==> src/rtl/mem_access_stage.sv <==
// Memory stage: executes loads/stores over a ready-handshake data bus and
// presents a registered write-back result, stalling upstream while busy.
module mem_access_stage #(
    parameter int TIMEOUT = 16
) (
    input  logic        clk,
    input  logic        reset_n,
    input  logic        valid_in,
    input  logic [31:0] alu_data,
    input  logic [31:0] memory_data,
    input  logic        mem_read,
    input  logic        mem_write,
    input  logic [2:0]  funct3,
    input  logic        reg_write,
    input  logic [4:0]  rd,
    output logic        stall,
    output logic        bus_req,
    output logic        bus_we,
    output logic [31:0] bus_addr,
    output logic [31:0] bus_wdata,
    output logic [3:0]  bus_be,
    input  logic        bus_ready,
    input  logic [31:0] bus_rdata,
    output logic        valid_out,
    output logic [31:0] wb_data,
    output logic [4:0]  rd_out,
    output logic        reg_write_out,
    output logic        fault,
    output logic [1:0]  fault_cause,
    output logic        state_dbg
);

    typedef enum logic {S_IDLE = 1'b0, S_BUSY = 1'b1} state_t;

    localparam int            CW   = $clog2(TIMEOUT) + 1;
    localparam logic [CW-1:0] LAST = CW'(TIMEOUT - 1);

    state_t        r_state;
    state_t        w_next_state;
    logic [CW-1:0] r_count;
    logic [2:0]    r_funct3;
    logic [1:0]    r_addr_lo;
    logic          r_is_load;
    logic [4:0]    r_rd;
    logic          r_reg_write;

    logic          w_is_mem;
    logic          w_illegal;
    logic          w_misaligned;
    logic          w_start;
    logic          w_timeout_hit;
    logic          w_done;
    logic [3:0]    w_st_be;
    logic [31:0]   w_st_wdata;
    logic [31:0]   w_rsh_b;
    logic [31:0]   w_rsh_h;
    logic [31:0]   w_load_val;

    // Request decode, evaluated only while idle.
    assign w_is_mem     = mem_read | mem_write;
    assign w_illegal    = (mem_read & mem_write)
                        | (mem_read & ((funct3 == 3'b011) | (funct3[2:1] == 2'b11)))
                        | (mem_write & (funct3[2] | (funct3 == 3'b011)));
    assign w_misaligned = ((funct3[1:0] == 2'b01) & alu_data[0])
                        | ((funct3[1:0] == 2'b10) & (alu_data[1:0] != 2'b00));
    assign w_start      = (r_state == S_IDLE) & valid_in & w_is_mem & ~w_illegal & ~w_misaligned;

    assign w_timeout_hit = (r_state == S_BUSY) & ~bus_ready & (r_count == LAST);
    assign w_done        = (r_state == S_BUSY) & (bus_ready | w_timeout_hit);
    assign state_dbg     = r_state;

    always_comb begin
        w_st_be    = 4'b1111;
        w_st_wdata = memory_data;
        case (funct3[1:0])
            2'b00: begin
                w_st_be    = 4'b0001 << alu_data[1:0];
                w_st_wdata = {4{memory_data[7:0]}};
            end
            2'b01: begin
                w_st_be    = alu_data[1] ? 4'b1100 : 4'b0011;
                w_st_wdata = {2{memory_data[15:0]}};
            end
            default: ;
        endcase
    end

    assign w_rsh_b = bus_rdata >> {r_addr_lo, 3'b000};
    assign w_rsh_h = bus_rdata >> {r_addr_lo[1], 4'b0000};

    always_comb begin
        w_load_val = bus_rdata;
        case (r_funct3)
            3'b000:  w_load_val = {{24{w_rsh_b[7]}}, w_rsh_b[7:0]};
            3'b100:  w_load_val = {24'd0, w_rsh_b[7:0]};
            3'b001:  w_load_val = {{16{w_rsh_h[15]}}, w_rsh_h[15:0]};
            3'b101:  w_load_val = {16'd0, w_rsh_h[15:0]};
            default: ;
        endcase
    end

    always_ff @(posedge clk or negedge reset_n) begin
        if (!reset_n) r_state <= S_IDLE;
        else          r_state <= w_next_state;
    end

    always_comb begin
        w_next_state = r_state;
        case (r_state)
            S_IDLE:  if (w_start) w_next_state = S_BUSY;
            S_BUSY:  if (w_done)  w_next_state = S_IDLE;
            default: w_next_state = S_IDLE;
        endcase
    end

    // Held low during reset so a frozen upstream instruction cannot stall.
    always_comb begin
        stall = 1'b0;
        case (r_state)
            S_IDLE:  stall = w_start;
            S_BUSY:  stall = ~bus_ready & ~w_timeout_hit;
            default: stall = 1'b0;
        endcase
        stall = stall & reset_n;
    end

    always_ff @(posedge clk or negedge reset_n) begin
        if (!reset_n) begin
            bus_req     <= 1'b0;
            bus_we      <= 1'b0;
            bus_addr    <= 32'd0;
            bus_wdata   <= 32'd0;
            bus_be      <= 4'd0;
            r_count     <= '0;
            r_funct3    <= 3'd0;
            r_addr_lo   <= 2'd0;
            r_is_load   <= 1'b0;
            r_rd        <= 5'd0;
            r_reg_write <= 1'b0;
        end else begin
            if (w_start) begin
                bus_req     <= 1'b1;
                bus_we      <= mem_write;
                bus_addr    <= {alu_data[31:2], 2'b00};
                bus_be      <= mem_write ? w_st_be : 4'd0;
                bus_wdata   <= mem_write ? w_st_wdata : 32'd0;
                r_count     <= '0;
                r_funct3    <= funct3;
                r_addr_lo   <= alu_data[1:0];
                r_is_load   <= mem_read;
                r_rd        <= rd;
                r_reg_write <= reg_write;
            end else if (w_done) begin
                bus_req <= 1'b0;
            end else if (r_state == S_BUSY) begin
                r_count <= r_count + CW'(1);
            end
        end
    end

    // Result register: pulses clear every cycle, payload holds until next result.
    always_ff @(posedge clk or negedge reset_n) begin
        if (!reset_n) begin
            valid_out     <= 1'b0;
            fault         <= 1'b0;
            fault_cause   <= 2'b00;
            wb_data       <= 32'd0;
            rd_out        <= 5'd0;
            reg_write_out <= 1'b0;
        end else begin
            valid_out   <= 1'b0;
            fault       <= 1'b0;
            fault_cause <= 2'b00;
            if ((r_state == S_IDLE) && valid_in && !w_is_mem) begin
                valid_out     <= 1'b1;
                wb_data       <= alu_data;
                rd_out        <= rd;
                reg_write_out <= reg_write;
            end else if ((r_state == S_IDLE) && valid_in && (w_illegal || w_misaligned)) begin
                valid_out     <= 1'b1;
                fault         <= 1'b1;
                fault_cause   <= w_illegal ? 2'b11 : 2'b01;
                wb_data       <= 32'd0;
                rd_out        <= rd;
                reg_write_out <= 1'b0;
            end else if (w_done) begin
                valid_out <= 1'b1;
                rd_out    <= r_rd;
                if (w_timeout_hit) begin
                    fault         <= 1'b1;
                    fault_cause   <= 2'b10;
                    wb_data       <= 32'd0;
                    reg_write_out <= 1'b0;
                end else if (r_is_load) begin
                    wb_data       <= w_load_val;
                    reg_write_out <= r_reg_write;
                end else begin
                    wb_data       <= 32'd0;
                    reg_write_out <= 1'b0;
                end
            end
        end
    end

endmodule

==> config.mk <==
export PLATFORM = sky130hd
export DESIGN_NAME = mem_access_stage
export DESIGN_NICKNAME = d
export VERILOG_FILES = /design/src/rtl/mem_access_stage.sv
export SDC_FILE = /design/constraint.sdc
export NUM_CORES = 1
export LEC_CHECK = 0
export BUFFER_PORTS_ARGS = -buffer_cell sky130_fd_sc_hd__buf_2
export CAP_MARGIN = 15
export CORE_MARGIN = 1
export CORE_UTILIZATION = 35
export DETAILED_ROUTE_END_ITERATION = 16
export GPL_TIMING_DRIVEN = 0
export PLACE_DENSITY = 0.62
export REMOVE_ABC_BUFFERS = 1
export SLEW_MARGIN = 25
export SYNTH_ARGS = -nofsm -noshare
export SYNTH_HDL_FRONTEND = slang
export SYNTH_SLANG_ARGS = --single-unit
==> constraint.sdc <==
create_clock -name clk -period 2.3 [get_ports clk]
set_clock_uncertainty 0.05 [all_clocks]
set_input_delay 0.46 -clock clk [delete_from_list [all_inputs] [get_ports clk]]
set_output_delay 0.46 -clock clk [all_outputs]
set_load 0.1 [all_outputs]
==> summary.md, run 1 <==
| Metric | Value |
|---|---|
| Die ar. | roughly 19,000 sq um |
| CTS tree | built |
| Setup CP Type | flip-flop to output port |
| Top Usage Layer GRT | met2 |
| Number of synthesized flops with an enable pin | 0 |
| Peak Freq | 0.4143 GHz |
| Clock share of power | 20.5% |
| Sequential cell area fraction in the yosys report | 50.41% |
| Final Slew Violations | 0 |
| DPL Wire Length | 13.22 mm |
| CP Max Fanout | 3 |
| Switching part of the total | 54.57% |
| Crit-path cells | ha_2 > and3_4 > ha_4 > nor3b_4 > o21a_1 > buf_12 |
| First-pass GRT wire length | 29.04 mm |
| Largest family of logic cells by synthesized area | compound AO/OA/AOI/OAI gates |
| Layout Utilization | 48.50% |
| Post-synthesis simple-gate area fraction | 14.85% |
| PwrDens | 1529 nW/um^2 |
| Status | finished, violations left |
| Vias per inst | 5.087 |
| Worst-path clk slew | 0.06 ns |
| Vias in the first global route | ~5,400 |
| Post-Synth Adder-Cell Area | less than 1% |
| Internal power | ~5.9 mW |
| Total track usage | 20.57% |
| Crit-path max cell delay | 0.39 ns |
| Number of CTS-inserted buffers | 17 |
| GRT overflow | 0 |
| Synthesized cell area | 6354 sq um |
| VDD IR-drop max | 962.9 uV |
| Post-route ant nets | 0 |
| Gp weighted congestion | between 0.7 and 0.8 |
| Sequential cell fraction of total power | 26.0% |
| Startpoint Class | flip-flop |
| Synth Area in XOR/XNOR | less than 1% |
| Crit-path leading delay family | flip-flops |
| # DRC | 0 |
| Num rows | 48 |
| WP data required | roughly 1.8 ns |
| Crit path DAT | 1.90 ns |
| P&R area growth vs syn | 33.87% |
| Leakage | 4.059 nW |
| Die H | 136.7 microns |
| Share of cells above drive strength 1 | about 40% |
| Setup TNS | -0.1140 ns |
| Synth Warn # | 0 |
| FF-to-FF path depth | 11 |
| Hold Slack | -0.1315 ns |
| Ports | 225 |
| Logic gate share of total power | between 50% and 60% |
| Endpoints failing setup | 1 |
| CP max stage cell | dfrtp_1 |
| Transition time of the tightest slew-check pin | 0.9475 ns |
| Top FF cell, synth | dfrtp_1 |
| Met1 usage | 25.65% |
| Tmin final | 2.414 ns |
| FILL cells | 1,695 |
| Syn_area_per_cell | slightly below 10 sq um |
| CTS sink cnt | 128 |
| Floorplan core area | 17,540 sq um |
| Largest net degree at the start of global routing | 88 |
| Hold WC Path Type | input pin to asynchronous set/reset pin |
| Post-Route WL | 18.90 mm |
| RSZ-0062 raised after global routing | true |
| Initial DRC count | 201 |
| Sw Pwr | roughly 7.1 mW |
| DR WL/cell | 17.15 microns |
| Synthesized instance count | 652 |
| Worst path bufs/invs | 1 |
| Clock Path Buffers | 2 |
| Later-pin clock latency in the skew report | 0.42 ns |
| Count of final hold-check violations | 42 |
| Synth unique cells | 47 |
| Async SR Flop Fraction | 100.0% |
| Root Driver | clkbuf_16 |
| Most common cell after layout, fill and taps aside | buf_2 |
| Clock H-tree levels | 4 |
| Fin crit share | 105.0% |
| Synth Area in Compound Gates | about 15% |
| Rel. slew slack | 36.60% |
| Seq cells post-synth | 128 |
| Die Wd | 136.7 microns |
| Met3 Track Usage GR | 6.000% |
| Mux share of post-synthesis cell area | 13.59% |
| Failing checks | hold timing, setup timing |
| Crit path depth | 6 |
| PortBufs | 222 |
| Post-route setup slack | -0.1140 ns |
| Nets | 976 |
| Pre-antenna DRT Iters | 5 |
| Crit. End Element | output port |
| Via Count | 5,606 |
| Max Cap Violations | 0 |
| Grt met2 use | 33.45% |
| Most frequent cells in the layout | buf_2, dfrtp_1, nand2_1, mux2_2, nor2_1 |
| Antenna violations before repair | 3 |
| Initial core utilization | 36.23% |
## logic make-up (layout without fill, tap and decap cells)
group / count (synthesis) / after routing
xor+xnor: 3 / 3
other cells: 1 / 3
simple gates: 213 / 213
buf+inv: 74 / 297
compound gates: 153 / 153
fa+ha+maj: 2 / 2
flops: 128 / 128
mux: 78 / 78
## path summary, 6_finish.rpt
check | from | end | slack, ns
worst max-delay path | r_count[0] | stall | -0.11
worst min-delay path | reset_n | bus_addr[29] | -0.13
min in group clk | reg_write | r_reg_write | 0.24
max in group asynchronous | reset_n | r_addr_lo[1] | 1.56
worst max register to register | r_count[0] | wb_data[21] | 0.12
worst min register to register | bus_wdata[3] | bus_wdata[3] | 0.42
## worst reg2reg max path, stage by stage (launching register included)
cell and delay, ns:
dfrtp_1 0.39, ha_2 0.19, and3_4 0.18, ha_4 0.16, buf_4 0.14, o21ai_4 0.15
buf_4 0.14, a41oi_4 0.17, buf_12 0.18, buf_12 0.15, nor2_1 0.11, a31oi_1 0.05
## power by group through the flow
stage	sequential (mW)	clock (mW)	combinational [mW]
finish	3.38	2.66	6.96
global placement	3.40	0	6.77
CTS	3.39	2.72	6.94
global route	3.49	2.81	7.29
detailed placement	3.42	0	6.85
floorplan	7.62	0	1.30
## flip-flops by register name (all words and copies together) (netlist names)
name and count:
bus_wdata 32, wb_data 32, bus_addr 30, r_count 5
r_rd 5, rd_out 5, bus_be 4, r_funct3 3
fault_cause 2, r_addr_lo 2, bus_req 1, bus_we 1
fault 1, r_is_load 1, r_reg_write 1, reg_write_out 1
state_dbg 1, valid_out 1
## layer usage
layer	vias up	share of wire (%)
met5	-	0.069
met4	2	1.6
met3	22	8.5
met2	220	47
met1	2662	43
li1	2700	-
## timing repair
item	4_1_cts	5_1_grt
setup endpoints to repair	101	19
resized for setup	21	4
pin swaps	7	4
buffers inserted	10	4
hold endpoints to repair	42	42
cloned	0	1
## cell type report
| type | count | area, sq um | area share, % |
|---|---|---|---|
| clock inverter | 10 | 111.4 | 1.309 |
| tap | 225 | 281.5 | 3.310 |
| inverter | 21 | 78.83 | 0.9267 |
| sequential | 128 | 3206 | 37.69 |
| timing repair buffer | 244 | 1445 | 16.99 |
| antenna | 1 | 2.502 | 0.02942 |
| multi-input combinational | 451 | 2917 | 34.29 |
| clock buffer | 22 | 464.2 | 5.457 |
## cells in the mapped netlist, types with 18 or more instances
master	number	area share (%)
a31oi_1	26	2.6
inv_1	21	1.2
mux2_2	56	9.9
nand2_1	97	5.7
mux2i_1	21	3.3
nand3_1	27	2.1
a21oi_1	46	3.6
clkbuf_1	19	1.1
buf_2	18	1.4
o21ai_0	42	3.3
nor2_1	56	3.3
dfrtp_1	128	50
## through the flow
step,area (sq um),setup WS (ns),hold slack [ns],instances,power (mW)
after floorplan,6095,-1.316,0.1144,600,8.925
after global placement,7487,-2.636,0.4061,1047,10.17
after detailed placement,7684,-1.101,0.3194,1054,10.27
after CTS,8418,-0.1492,-0.1305,1096,13.05
after global routing,8506,-0.2027,-0.1116,1102,13.58
final,8506,-0.1140,-0.1315,1102,13.00
Power figures use the tool's default switching activity.
==> run 2, diff against run 1 <==
--- a/config.mk
+++ b/config.mk
@@ -7,6 +7,7 @@
 export LEC_CHECK = 0
 export BUFFER_PORTS_ARGS = -buffer_cell sky130_fd_sc_hd__buf_2
 export CAP_MARGIN = 15
+export CORE_ASPECT_RATIO = 1.1
 export CORE_MARGIN = 1
 export CORE_UTILIZATION = 35
 export DETAILED_ROUTE_END_ITERATION = 16
==> run 2 against run 1 <==
  * The run ends with setup timing left
  * Clock power increased by 9.4%
  * Critical endpoint unchanged
  * Critical path type unchanged
  * Combinational power about the same
  * Non-clock buffer count increased by 4
==> summary.md, run 2 (synthesis results as in run 1) <==
| Metric | Value |
|---|---|
| Sw Pwr | 7.110 mW (was 7.096 mW) |
| Transition time of the tightest slew-check pin | 0.9261 ns (was 0.9475 ns) |
| Post-route setup slack | -0.1061 ns (was -0.1140 ns) |
| Endpoints failing setup | 1 (unchanged) |
| Post-Layout Cell Count | 1,119 (was 1,102) |
| Clock Path Buffers | 2 (unchanged) |
| CTS tree | built (unchanged) |
| Pre-antenna DRT Iters | 4 (was 5) |
| Switching part of the total | 53.55% (was 54.57%) |
| Internal power | 6.167 mW (was 5.908 mW) |
| Hold WC Path Type | input pin to flip-flop (was input pin to asynchronous set/reset pin) |
| Top Registers | bus_wdata (32), wb_data (32), bus_addr (30) (unchanged) |
| PwrDens | 1537 nW/um^2 (was 1529 nW/um^2) |
| Peak Freq | 0.4156 GHz (was 0.4143 GHz) |
| Crit path DAT | 1.90 ns (about the same) |
| Count of final hold-check violations | 0 (was 42) |
| Leakage | 4.115 nW (was 4.059 nW) |
| Die Wd | 130.5 microns (was 136.7 microns) |
| Status | finished, violations left (unchanged) |
| Dpl cells | 1,069 (was 1,054) |
| Num rows | 51 (was 48) |
| Logic gate share of total power | 52.5% (was 53.5%) |
| Reg2Reg Setup Slack | 0.13 ns (was 0.12 ns) |
| Sequential cell fraction of total power | 25.6% (was 26.0%) |
| Later-pin clock latency in the skew report | 0.41 ns (was 0.42 ns) |
| Max Cap Violations | 0 (unchanged) |
| Hold Crit Depth | 2 |
| Gp weighted congestion | 0.7744 (was 0.7647) |
| First-pass GRT wire length | 29.17 mm (was 29.04 mm) |
| Number of CTS-inserted buffers | 17 (unchanged) |
| Largest net degree at the start of global routing | 64 (was 88) |
| Crit. End Element | output port (unchanged) |
| Final instance area | 8640 sq um (was 8506 sq um) |
| Clock share of power | 21.9% (was 20.5%) |
| Total track usage | 20.54% (was 20.57%) |
| FF-to-FF path depth | 6 (was 11) |
| Post-Route WL | 19.16 mm (was 18.90 mm) |
| Post-route ant nets | 0 (unchanged) |
| Die H | 143.3 microns (was 136.7 microns) |
| PortBufs | 222 (unchanged) |
| Final Slew Violations | 0 (unchanged) |
| Vias in the first global route | 5,532 (was 5,384) |
| Failing checks | setup timing (was hold timing, setup timing) |
| Initial DRC count | 254 (was 201) |
| Hold Slack | 0.2487 ns (was -0.1315 ns) |
| Root Driver | clkbuf_16 (unchanged) |
| VDD IR-drop max | 836.5 uV (was 962.9 uV) |
| Worst-path clk slew | 0.06 ns (about the same) |
| Setup CP Type | flip-flop to output port (unchanged) |
| Dpl cell area | 7724 sq um (was 7684 sq um) |
| FILL cells | 1,717 (was 1,695) |
| Vias per inst | 5.034 (was 5.087) |
| P&R area growth vs syn | 35.98% (was 33.87%) |
| Clock H-tree levels | 4 (unchanged) |
| RSZ-0062 raised after global routing | true (unchanged) |
| Nets | 980 (was 976) |
| Initial core utilization | 35.82% (was 36.23%) |
| Rel. slew slack | 38.03% (was 36.60%) |
| Crit Reg-Reg Endpoint | wb_data[31] (was wb_data[21]) |
| Reg2Reg Launch Point | r_addr_lo[1] (was r_count[0]) |
| DPL Wire Length | 13.42 mm (was 13.22 mm) |
| Most frequent cells in the layout | buf_2, dfrtp_1, nand2_1, mux2_2, nor2_1 (unchanged) |
| Antenna violations before repair | 3 (unchanged) |
| DR WL/cell | 17.13 microns (was 17.15 microns) |
| GRT overflow | 0 (unchanged) |
| Ports | 225 (unchanged) |
| CTS sink cnt | 128 (unchanged) |
| Setup crit start | r_count[0] (unchanged) |
| Fin crit share | 104.6% (was 105.0%) |
| Sequential cell area | 3208 sq um (was 3206 sq um) |
| Startpoint Class | flip-flop (unchanged) |
| Worst hold start | rd[4] |
| Floorplan core area | 17,740 sq um (was 17,540 sq um) |
| # DRC | 0 (unchanged) |
| Area occupied by multi-input gates | 2917 sq um (unchanged) |
| Most common cell after layout, fill and taps aside | buf_2 (unchanged) |
| WP data required | 1.79 ns (about the same) |
| Worst Hold Path EP | r_rd[4] |
| Die ar. | 18,700 sq um (about the same) |
| Total power | 13.28 mW (was 13.00 mW) |
| Via Count | 5,633 (was 5,606) |
| Share of cells above drive strength 1 | 40.23% (was 40.41%) |
| CP Max Fanout | 3 (unchanged) |
| Tmin final | 2.406 ns (was 2.414 ns) |
## run 2: cell count changes in the layout (fill, tap and decap cells not counted), sizes merged
| cell | previous run | this run |
|---|---|---|
| bufinv | 2 | 4 |
| clkbuf | 23 | 24 |
| clkinv | 5 | 4 |
| clkinvlp | 3 | 1 |
| dlygate4sd3 | 0 | 4 |
## run 2: worst max path at each step
stage                   to  slack (ns)  cells after the start
3_5_place_dp         stall       -1.11                      7
5_1_grt              stall       -0.19                      6
3_3_place_gp   bus_addr[4]       -2.60                      5
4_1_cts              stall       -0.16                      6
6_report             stall       -0.11                      6
2_1_floorplan    rd_out[1]       -1.32                      5
## run 2: layer usage
metal  vias to the layer above  track usage [%]  part of all wire (%)
met4                         2            4.658                   1.1
met3                        21            7.036                   8.8
met1                      2649            24.54                    42
li1                       2720                -                     -
met2                       241            35.39                    48
met5                         -                0                 0.068
## run 2: layout make-up
type / count / share of cell area, %
flip-flops and latches: 128 / 37.13
multi-input cells: 451 / 33.76
repair buffers: 248 / 17.39
clock buffers: 23 / 5.532
well taps: 238 / 3.447
clock inverters: 9 / 1.796
inverters: 21 / 0.9124
diodes: 1 / 0.02896
## run 2: stage by stage
stage               TNS, ns  utilization [%]  setup slack (ns)
floorplan           -122.61                -            -1.316
global placement    -418.02            42.30            -2.597
detailed placement   -62.29            43.54            -1.107
CTS                 -0.1588            48.19           -0.1588
global route        -0.1917            48.70           -0.1917
finish              -0.1061            48.70           -0.1061
## run 2: timing repair
action                                 in CTS  in global routing
resized for setup                          20                  4
gates cloned                                0                  0
endpoints found under the hold margin      50                 49
buffers inserted                            6                  5
hold buffers                                4                  2
setup endpoints to repair                  99                 36
pin swaps                                   5                  4
## run 2: critical path: stages, from the launching register on
cell	delay, ns
dfrtp_1	0.38
ha_2	0.19
and3_4	0.18
ha_4	0.17
nor3b_4	0.20
o21a_1	0.18
buf_12	0.18
## run 2: power groups by stage
| stage | registers, mW | clock network (mW) | logic, mW |
|---|---|---|---|
| detailed placement | 3.42 | 0 | 6.86 |
| global placement | 3.39 | 0 | 6.77 |
| global route | 3.50 | 3.07 | 7.30 |
| CTS | 3.39 | 2.97 | 6.96 |
| floorplan | 7.62 | 0 | 1.30 |
| finish | 3.40 | 2.91 | 6.97 |
